`config.mk`:
```
export PLATFORM = sky130hd
export DESIGN_NAME = memory_access_controller_flat
export DESIGN_NICKNAME = d
export VERILOG_FILES = /design/src/rtl/memory_access_controller_if.sv /design/src/rtl/memory_access_controller.sv /design/src/flat_wrapper.sv
export SDC_FILE = /design/constraint.sdc
export NUM_CORES = 1
export LEC_CHECK = 0
export CELL_PAD_IN_SITES_DETAIL_PLACEMENT = 0
export CELL_PAD_IN_SITES_GLOBAL_PLACEMENT = 1
export CORE_ASPECT_RATIO = 1.25
export CORE_MARGIN = 2
export CORE_UTILIZATION = 30
export CTS_CLUSTER_SIZE = 28
export DETAILED_ROUTE_END_ITERATION = 10
export GPL_TIMING_DRIVEN = 0
export PLACE_DENSITY = 0.83
export SYNTH_ARGS = -nofsm -noshare
export SYNTH_HDL_FRONTEND = slang
export SYNTH_SLANG_ARGS = --single-unit
export TNS_END_PERCENT = 50
```
`constraint.sdc`:
```
create_clock -name i_clk -period 2.5 [get_ports i_clk]
set_clock_uncertainty 0.2 [all_clocks]
set_input_delay 0.375 -clock i_clk [delete_from_list [all_inputs] [get_ports i_clk]]
set_output_delay 0.375 -clock i_clk [all_outputs]
set_load 0.02 [all_outputs]
```
`src/rtl/memory_access_controller_if.sv`:
```
// Request/response channel bundle for memory_access_controller.
// slave modport is the controller side; master modport is the requester side.
interface memory_access_controller_if #(
    parameter int DATA_W = 8,
    parameter int ADDR_W = 3
);
    logic              i_req_valid;
    logic              o_req_ready;
    logic              i_req_write;
    logic [ADDR_W-1:0] i_req_address;
    logic [DATA_W-1:0] i_req_wdata;
    logic              o_resp_valid;
    logic              i_resp_ready;
    logic [DATA_W-1:0] o_resp_rdata;
    logic              o_resp_error;

    modport slave (
        input  i_req_valid, i_req_write, i_req_address, i_req_wdata, i_resp_ready,
        output o_req_ready, o_resp_valid, o_resp_rdata, o_resp_error
    );

    modport master (
        output i_req_valid, i_req_write, i_req_address, i_req_wdata, i_resp_ready,
        input  o_req_ready, o_resp_valid, o_resp_rdata, o_resp_error
    );
endinterface

```
`src/rtl/memory_access_controller.sv`:
```
// Single-word read/write sequencer for the 8x8 array and its address decoder.
// Define WRITE_VERIFY_EN to add a read-back VERIFY state after every write.
module memory_access_controller #(
    parameter int DATA_W       = 8,
    parameter int ADDR_W       = 3,
    parameter int SETUP_CYCLES = 1
) (
    input  logic                      i_clk,
    input  logic                      i_rst,
    memory_access_controller_if.slave bus,
    output logic [ADDR_W-1:0]         o_k_address,
    output logic                      o_valid,
    output logic                      o_array_we,
    output logic [DATA_W-1:0]         o_array_wdata,
    input  logic [DATA_W-1:0]         i_array_rdata,
    output logic                      o_busy
);
    localparam int CNT_W = 4;

    typedef enum logic [2:0] {
        ST_IDLE,
        ST_SETUP,
        ST_ACCESS,
        ST_DONE
`ifdef WRITE_VERIFY_EN
        , ST_VERIFY
`endif
    } state_t;

    state_t            state_q, state_d;
    logic [CNT_W-1:0]  cnt_q, cnt_d;
    logic              write_q, write_d;
    logic [ADDR_W-1:0] addr_q, addr_d;
    logic [DATA_W-1:0] wdata_q, wdata_d;
    logic [DATA_W-1:0] rdata_q, rdata_d;
`ifdef WRITE_VERIFY_EN
    logic              error_q, error_d;
`endif

    // NOTE: sequential state uses non-blocking assignments so every register
    // samples the pre-edge value of its neighbours, independent of statement order.
    always_ff @(posedge i_clk) begin
        if (i_rst) begin
            state_q <= ST_IDLE;
            cnt_q   <= '0;
            write_q <= 1'b0;
            addr_q  <= '0;
            wdata_q <= '0;
            rdata_q <= '0;
`ifdef WRITE_VERIFY_EN
            error_q <= 1'b0;
`endif
        end else begin
            state_q <= state_d;
            cnt_q   <= cnt_d;
            write_q <= write_d;
            addr_q  <= addr_d;
            wdata_q <= wdata_d;
            rdata_q <= rdata_d;
`ifdef WRITE_VERIFY_EN
            error_q <= error_d;
`endif
        end
    end

    // NOTE: every signal written here gets a default first, so no path leaves
    // one unassigned and no latch is inferred.
    always_comb begin
        state_d    = state_q;
        cnt_d      = cnt_q;
        write_d    = write_q;
        addr_d     = addr_q;
        wdata_d    = wdata_q;
        rdata_d    = rdata_q;
`ifdef WRITE_VERIFY_EN
        error_d    = error_q;
`endif
        o_valid    = 1'b0;
        o_array_we = 1'b0;

        case (state_q)
            ST_IDLE: begin
                if (bus.i_req_valid) begin
                    write_d = bus.i_req_write;
                    addr_d  = bus.i_req_address;
                    wdata_d = bus.i_req_wdata;
                    cnt_d   = CNT_W'(SETUP_CYCLES - 1);
                    state_d = ST_SETUP;
                end
            end
            ST_SETUP: begin
                o_valid = 1'b1;
                if (cnt_q == '0) begin
                    state_d = ST_ACCESS;
                end else begin
                    cnt_d = cnt_q - 1'b1;
                end
            end
            ST_ACCESS: begin
                o_valid    = 1'b1;
                o_array_we = write_q;
                if (!write_q) begin
                    rdata_d = i_array_rdata;
                end
                state_d = ST_DONE;
`ifdef WRITE_VERIFY_EN
                if (write_q) begin
                    state_d = ST_VERIFY;
                end
`endif
            end
`ifdef WRITE_VERIFY_EN
            ST_VERIFY: begin
                o_valid = 1'b1;
                error_d = (i_array_rdata != wdata_q);
                state_d = ST_DONE;
            end
`endif
            ST_DONE: begin
                if (bus.i_resp_ready) begin
                    rdata_d = '0;
`ifdef WRITE_VERIFY_EN
                    error_d = 1'b0;
`endif
                    state_d = ST_IDLE;
                end
            end
            default: state_d = ST_IDLE;
        endcase
    end

    // Address and data reach the decoder/array only while the word is selected.
    assign o_k_address      = o_valid ? addr_q  : '0;
    assign o_array_wdata    = o_valid ? wdata_q : '0;

    assign bus.o_req_ready  = (state_q == ST_IDLE);
    assign bus.o_resp_valid = (state_q == ST_DONE);
    assign bus.o_resp_rdata = rdata_q;
`ifdef WRITE_VERIFY_EN
    assign bus.o_resp_error = error_q;
`else
    assign bus.o_resp_error = 1'b0;
`endif
    assign o_busy           = (state_q != ST_IDLE);
endmodule

```
`src/flat_wrapper.sv`:
```
// flat-port wrapper written by rule: the top's interface ports become plain ports
module memory_access_controller_flat 
#(
    parameter int DATA_W       = 8,
    parameter int ADDR_W       = 3,
    parameter int SETUP_CYCLES = 1
)
  (i_clk, i_rst, o_k_address, o_valid, o_array_we, o_array_wdata, i_array_rdata, o_busy, bus_i_req_valid, bus_i_req_write, bus_i_req_address, bus_i_req_wdata, bus_i_resp_ready, bus_o_req_ready, bus_o_resp_valid, bus_o_resp_rdata, bus_o_resp_error);
  memory_access_controller_if #(.DATA_W(DATA_W), .ADDR_W(ADDR_W)) bus_i ();
  input  logic i_clk;
  input  logic i_rst;
  output logic [ADDR_W-1:0] o_k_address;
  output logic o_valid;
  output logic o_array_we;
  output logic [DATA_W-1:0] o_array_wdata;
  input  logic [DATA_W-1:0] i_array_rdata;
  output logic o_busy;
  input wire logic [$bits(bus_i.i_req_valid)-1:0] bus_i_req_valid;
  input wire logic [$bits(bus_i.i_req_write)-1:0] bus_i_req_write;
  input wire logic [$bits(bus_i.i_req_address)-1:0] bus_i_req_address;
  input wire logic [$bits(bus_i.i_req_wdata)-1:0] bus_i_req_wdata;
  input wire logic [$bits(bus_i.i_resp_ready)-1:0] bus_i_resp_ready;
  output wire logic [$bits(bus_i.o_req_ready)-1:0] bus_o_req_ready;
  output wire logic [$bits(bus_i.o_resp_valid)-1:0] bus_o_resp_valid;
  output wire logic [$bits(bus_i.o_resp_rdata)-1:0] bus_o_resp_rdata;
  output wire logic [$bits(bus_i.o_resp_error)-1:0] bus_o_resp_error;
  assign bus_i.i_req_valid = bus_i_req_valid;
  assign bus_i.i_req_write = bus_i_req_write;
  assign bus_i.i_req_address = bus_i_req_address;
  assign bus_i.i_req_wdata = bus_i_req_wdata;
  assign bus_i.i_resp_ready = bus_i_resp_ready;
  assign bus_o_req_ready = bus_i.o_req_ready;
  assign bus_o_resp_valid = bus_i.o_resp_valid;
  assign bus_o_resp_rdata = bus_i.o_resp_rdata;
  assign bus_o_resp_error = bus_i.o_resp_error;
  memory_access_controller #(.DATA_W(DATA_W), .ADDR_W(ADDR_W), .SETUP_CYCLES(SETUP_CYCLES)) u_core (.i_clk(i_clk), .i_rst(i_rst), .bus(bus_i), .o_k_address(o_k_address), .o_valid(o_valid), .o_array_we(o_array_we), .o_array_wdata(o_array_wdata), .i_array_rdata(i_array_rdata), .o_busy(o_busy));
endmodule
```
==> impl_metrics.py <==
metrics = {
    "route": {
        "via_count": 1131,
        "wirelength_um": 2890,
        "viasPerCell": 4.47,
        "drc_errors": 0,
        "dr.pass1.iters": 4,
        "routedWlPerCell_um": 11.4,
        "ant_nets": 0,
        "drt_iter0_drc": 21,
    },
    "logic_synthesis": {
        "synthMostInstantiatedCell": "nand2_1",
        "yosysTopAreaCell": "dfxtp_1",
        "synthTopCellsByCount": "nand2_1, dfxtp_1, a21oi_1",
        "synth.cell_area_mm2": 0.00122,
        "synth_area_per_cell_um2": 8.28,
        "ys_seq_area_share_pct": 42.5,
        "yosys_warnings": 0,
        "synthTopCellsByArea": "dfxtp_1, nand2_1, ha_1",
        "synth_ff_type": "dfxtp_1",
        "yosys_register_bits": 26,
        "synth_fp_nets": 179,
        "synth_edf_count": 0,
        "synth_async_sr_flop_share_pct": 0,
        "synth_top_area_share_pct": 42.5,
        "synth_cell_types": 28,
        "syn_inst": 148,
    },
    "clock_tree": {
        "numCtsBuffers": 3,
        "path_clk_slew_ns": 0.08,
        "holdBufCountCts": 0,
        "cts.sink_count": 26,
        "postCtsSetupBuffers": 0,
        "htree_levels": 1,
        "cts_root_buffer": "clkbuf_8",
        "worst_skew_pair.late_latency_ns": 0.27,
        "cts_tree": "yes",
        "cts_max_path_buffers": 2,
        "post_cts_resized": 11,
    },
    "worst_setup_path": {
        "crit_type": "flip-flop to primary output",
        "critPathRequiredTime_ns": 1.92,
        "critPathLaunch": "u_core.state_q[0]",
        "r2r_cells": 6,
        "worstSetupEndpointType": "primary output",
        "critPathMaxFanout": 10,
        "r2r_start": "u_core.cnt_q[0]",
        "start_kind": "flip-flop",
        "arrival_ns": 1.79,
    },
    "sta": {
        "min_period_ns": 2.36,
        "setup_viol": 0,
        "fin_ws_ns": 0.140,
        "fmax_mhz": 424,
        "relSlewSlack_pct": 65.5,
        "rsz0062_at_grt": "false",
        "tns_ns": 0,
        "period_share_pct": 94.4,
        "tightest_slew_ns": 0.515,
        "hold_viol": 0,
        "drv_slew": 0,
    },
    "floorplanning": {
        "die_area_mm2": 0.00461,
        "die_x_um": 61.2,
        "start_util_pct": 30.6,
        "ios": 49,
        "die_height_um": 75.4,
        "core-area_mm2": 0.00400,
        "row_count": 26,
    },
    "pwr": {
        "p_leak_nw": 0.737,
        "power_density_mw_per_mm2": 858,
        "vdd.ir_drop.worst_mv": 0.381,
    },
    "worst_hold_path": {
        "worstHoldStart": "u_core.wdata_q[6]",
        "hold_depth": 2,
        "hp-class": "flip-flop to flip-flop",
    },
    "global_route": {
        "antenna_found_initial": 0,
        "grt.total_usage_pct": 13.5,
        "grt_pass1_wl_um": 4620,
        "grt_pass1_vias": 1014,
        "grt_max_degree": 14,
        "grt_overflow": 0,
    },
    "placement": {
        "place_inst": 250,
        "port-buffer-count": 46,
        "place_ws_ns": 0.0116,
        "place_congestion": 0.723,
        "dpl.hpwl_um": 2120,
        "dpl_cell_area_mm2": 0.00176,
    },
    "layout": {
        "diodes": 0,
        "nets": 230,
        "area_growth_pct": 46.1,
        "fin_area_mm2": 0.00179,
        "drive_gt1_share_pct": 5.58,
        "instances_no_fill": 253,
    },
    "run": {
        "maxCapViolCount": 0,
    },
    "status": {
        "status": "complete, no violations",
    },
}
-- cell usage in the layout (no fill, tap or decap), drive strengths merged --
| cell type | netlist | routed |
|---|---|---|
| nor3b | 2 | 2 |
| nor3 | 2 | 2 |
| a22oi | 8 | 8 |
| nor4 | 1 | 1 |
| o21ai | 3 | 3 |
| or3b | 1 | 1 |
| dfxtp | 26 | 26 |
| mux2i | 1 | 1 |
| and2b | 1 | 1 |
| conb | 1 | 1 |
| a211o | 1 | 1 |
| a21oi | 17 | 17 |
| clkdlybuf4s50 | 0 | 35 |
| nor2 | 13 | 13 |
| dlymetal6s2s | 0 | 1 |
| a221oi | 1 | 1 |
| buf | 3 | 3 |
| dlygate4sd2 | 0 | 9 |
| nand2b | 1 | 1 |
| ha | 7 | 7 |
| nor2b | 2 | 2 |
| o31a | 1 | 1 |
| clkbuf | 5 | 8 |
| nand2 | 27 | 27 |
| and2 | 13 | 13 |
| nand4 | 3 | 3 |
| o31ai | 2 | 2 |
| clkdlybuf4s15 | 0 | 1 |
| inv | 6 | 6 |
-- worst max-delay path, cell delays in order, from the launching register on --
cell           delay (ns)
dfxtp_1              0.40
inv_1                0.10
ha_1                 0.34
clkbuf_2             0.19
and2_1               0.17
dlygate4sd2_1        0.32
-- where the power goes --
group	switching [W]	total, W	internal [W]	leakage (nW)
clock network	0.000121	0.000229	0.000108	0.0216
logic	0.000447	0.000775	0.000328	0.503
registers	0.0000432	0.000531	0.000487	0.212
-- cells by family (layout without fill, tap and decap cells) --
logic type / Yosys count / after routing / synth area share, %
adders and majority gates: 7 / 7 / 7.15
and+or+nand+nor: 66 / 66 / 26.6
muxes: 1 / 1 / 0.817
buffers and inverters: 14 / 63 / 4.70
DFF: 26 / 26 / 42.5
other: 1 / 1 / 0.306
AOI/OAI and AO/OA: 33 / 33 / 18.0
-- metrics by stage --
stage	hold WS [ns]	util, %	power (W)
floorplan	0.232	-	0.00102
global placement	0.237	43.9	0.00134
detailed placement	0.246	43.9	0.00134
CTS	0.258	44.6	0.00156
global route	0.281	44.7	0.00165
finish	0.252	44.7	0.00153
-- state kept, by name, indices dropped and copies added, names as in the netlist --
| name | flops |
|---|---|
| u_core.bus.o_resp_rdata | 8 |
| u_core.wdata_q | 8 |
| u_core.cnt_q | 4 |
| u_core.addr_q | 3 |
| u_core.state_q | 2 |
| u_core.write_q | 1 |
-- layer usage --
layer  GRT usage, %  up-vias  part of all wire [%]
li1               -      592                     -
met3           1.53        4                   2.7
met5              0        -                     0
met1           16.8      511                    47
met2           22.5       24                    48
met4           7.25        0                   2.4
-- area by class of cell --
| cell class | count | area, µm² |
|---|---|---|
| inverter | 6 | 22.5 |
| multi-input combinational | 108 | 647 |
| sequential | 26 | 520 |
| tap | 56 | 70.1 |
| buffer | 8 | 36.3 |
| timing repair buffer | 46 | 452 |
| fill | 415 | 2210 |
| clock buffer | 3 | 41.3 |
-- worst paths after layout --
path / slack, ns / end
setup / recovery: 0.14 / o_k_address[1]
hold / removal: 0.25 / u_core.wdata_q[6]
setup reg to reg: 0.58 / u_core.state_q[1]
hold reg to reg: 0.25 / u_core.wdata_q[6]
Power figures use the tool's default switching activity.
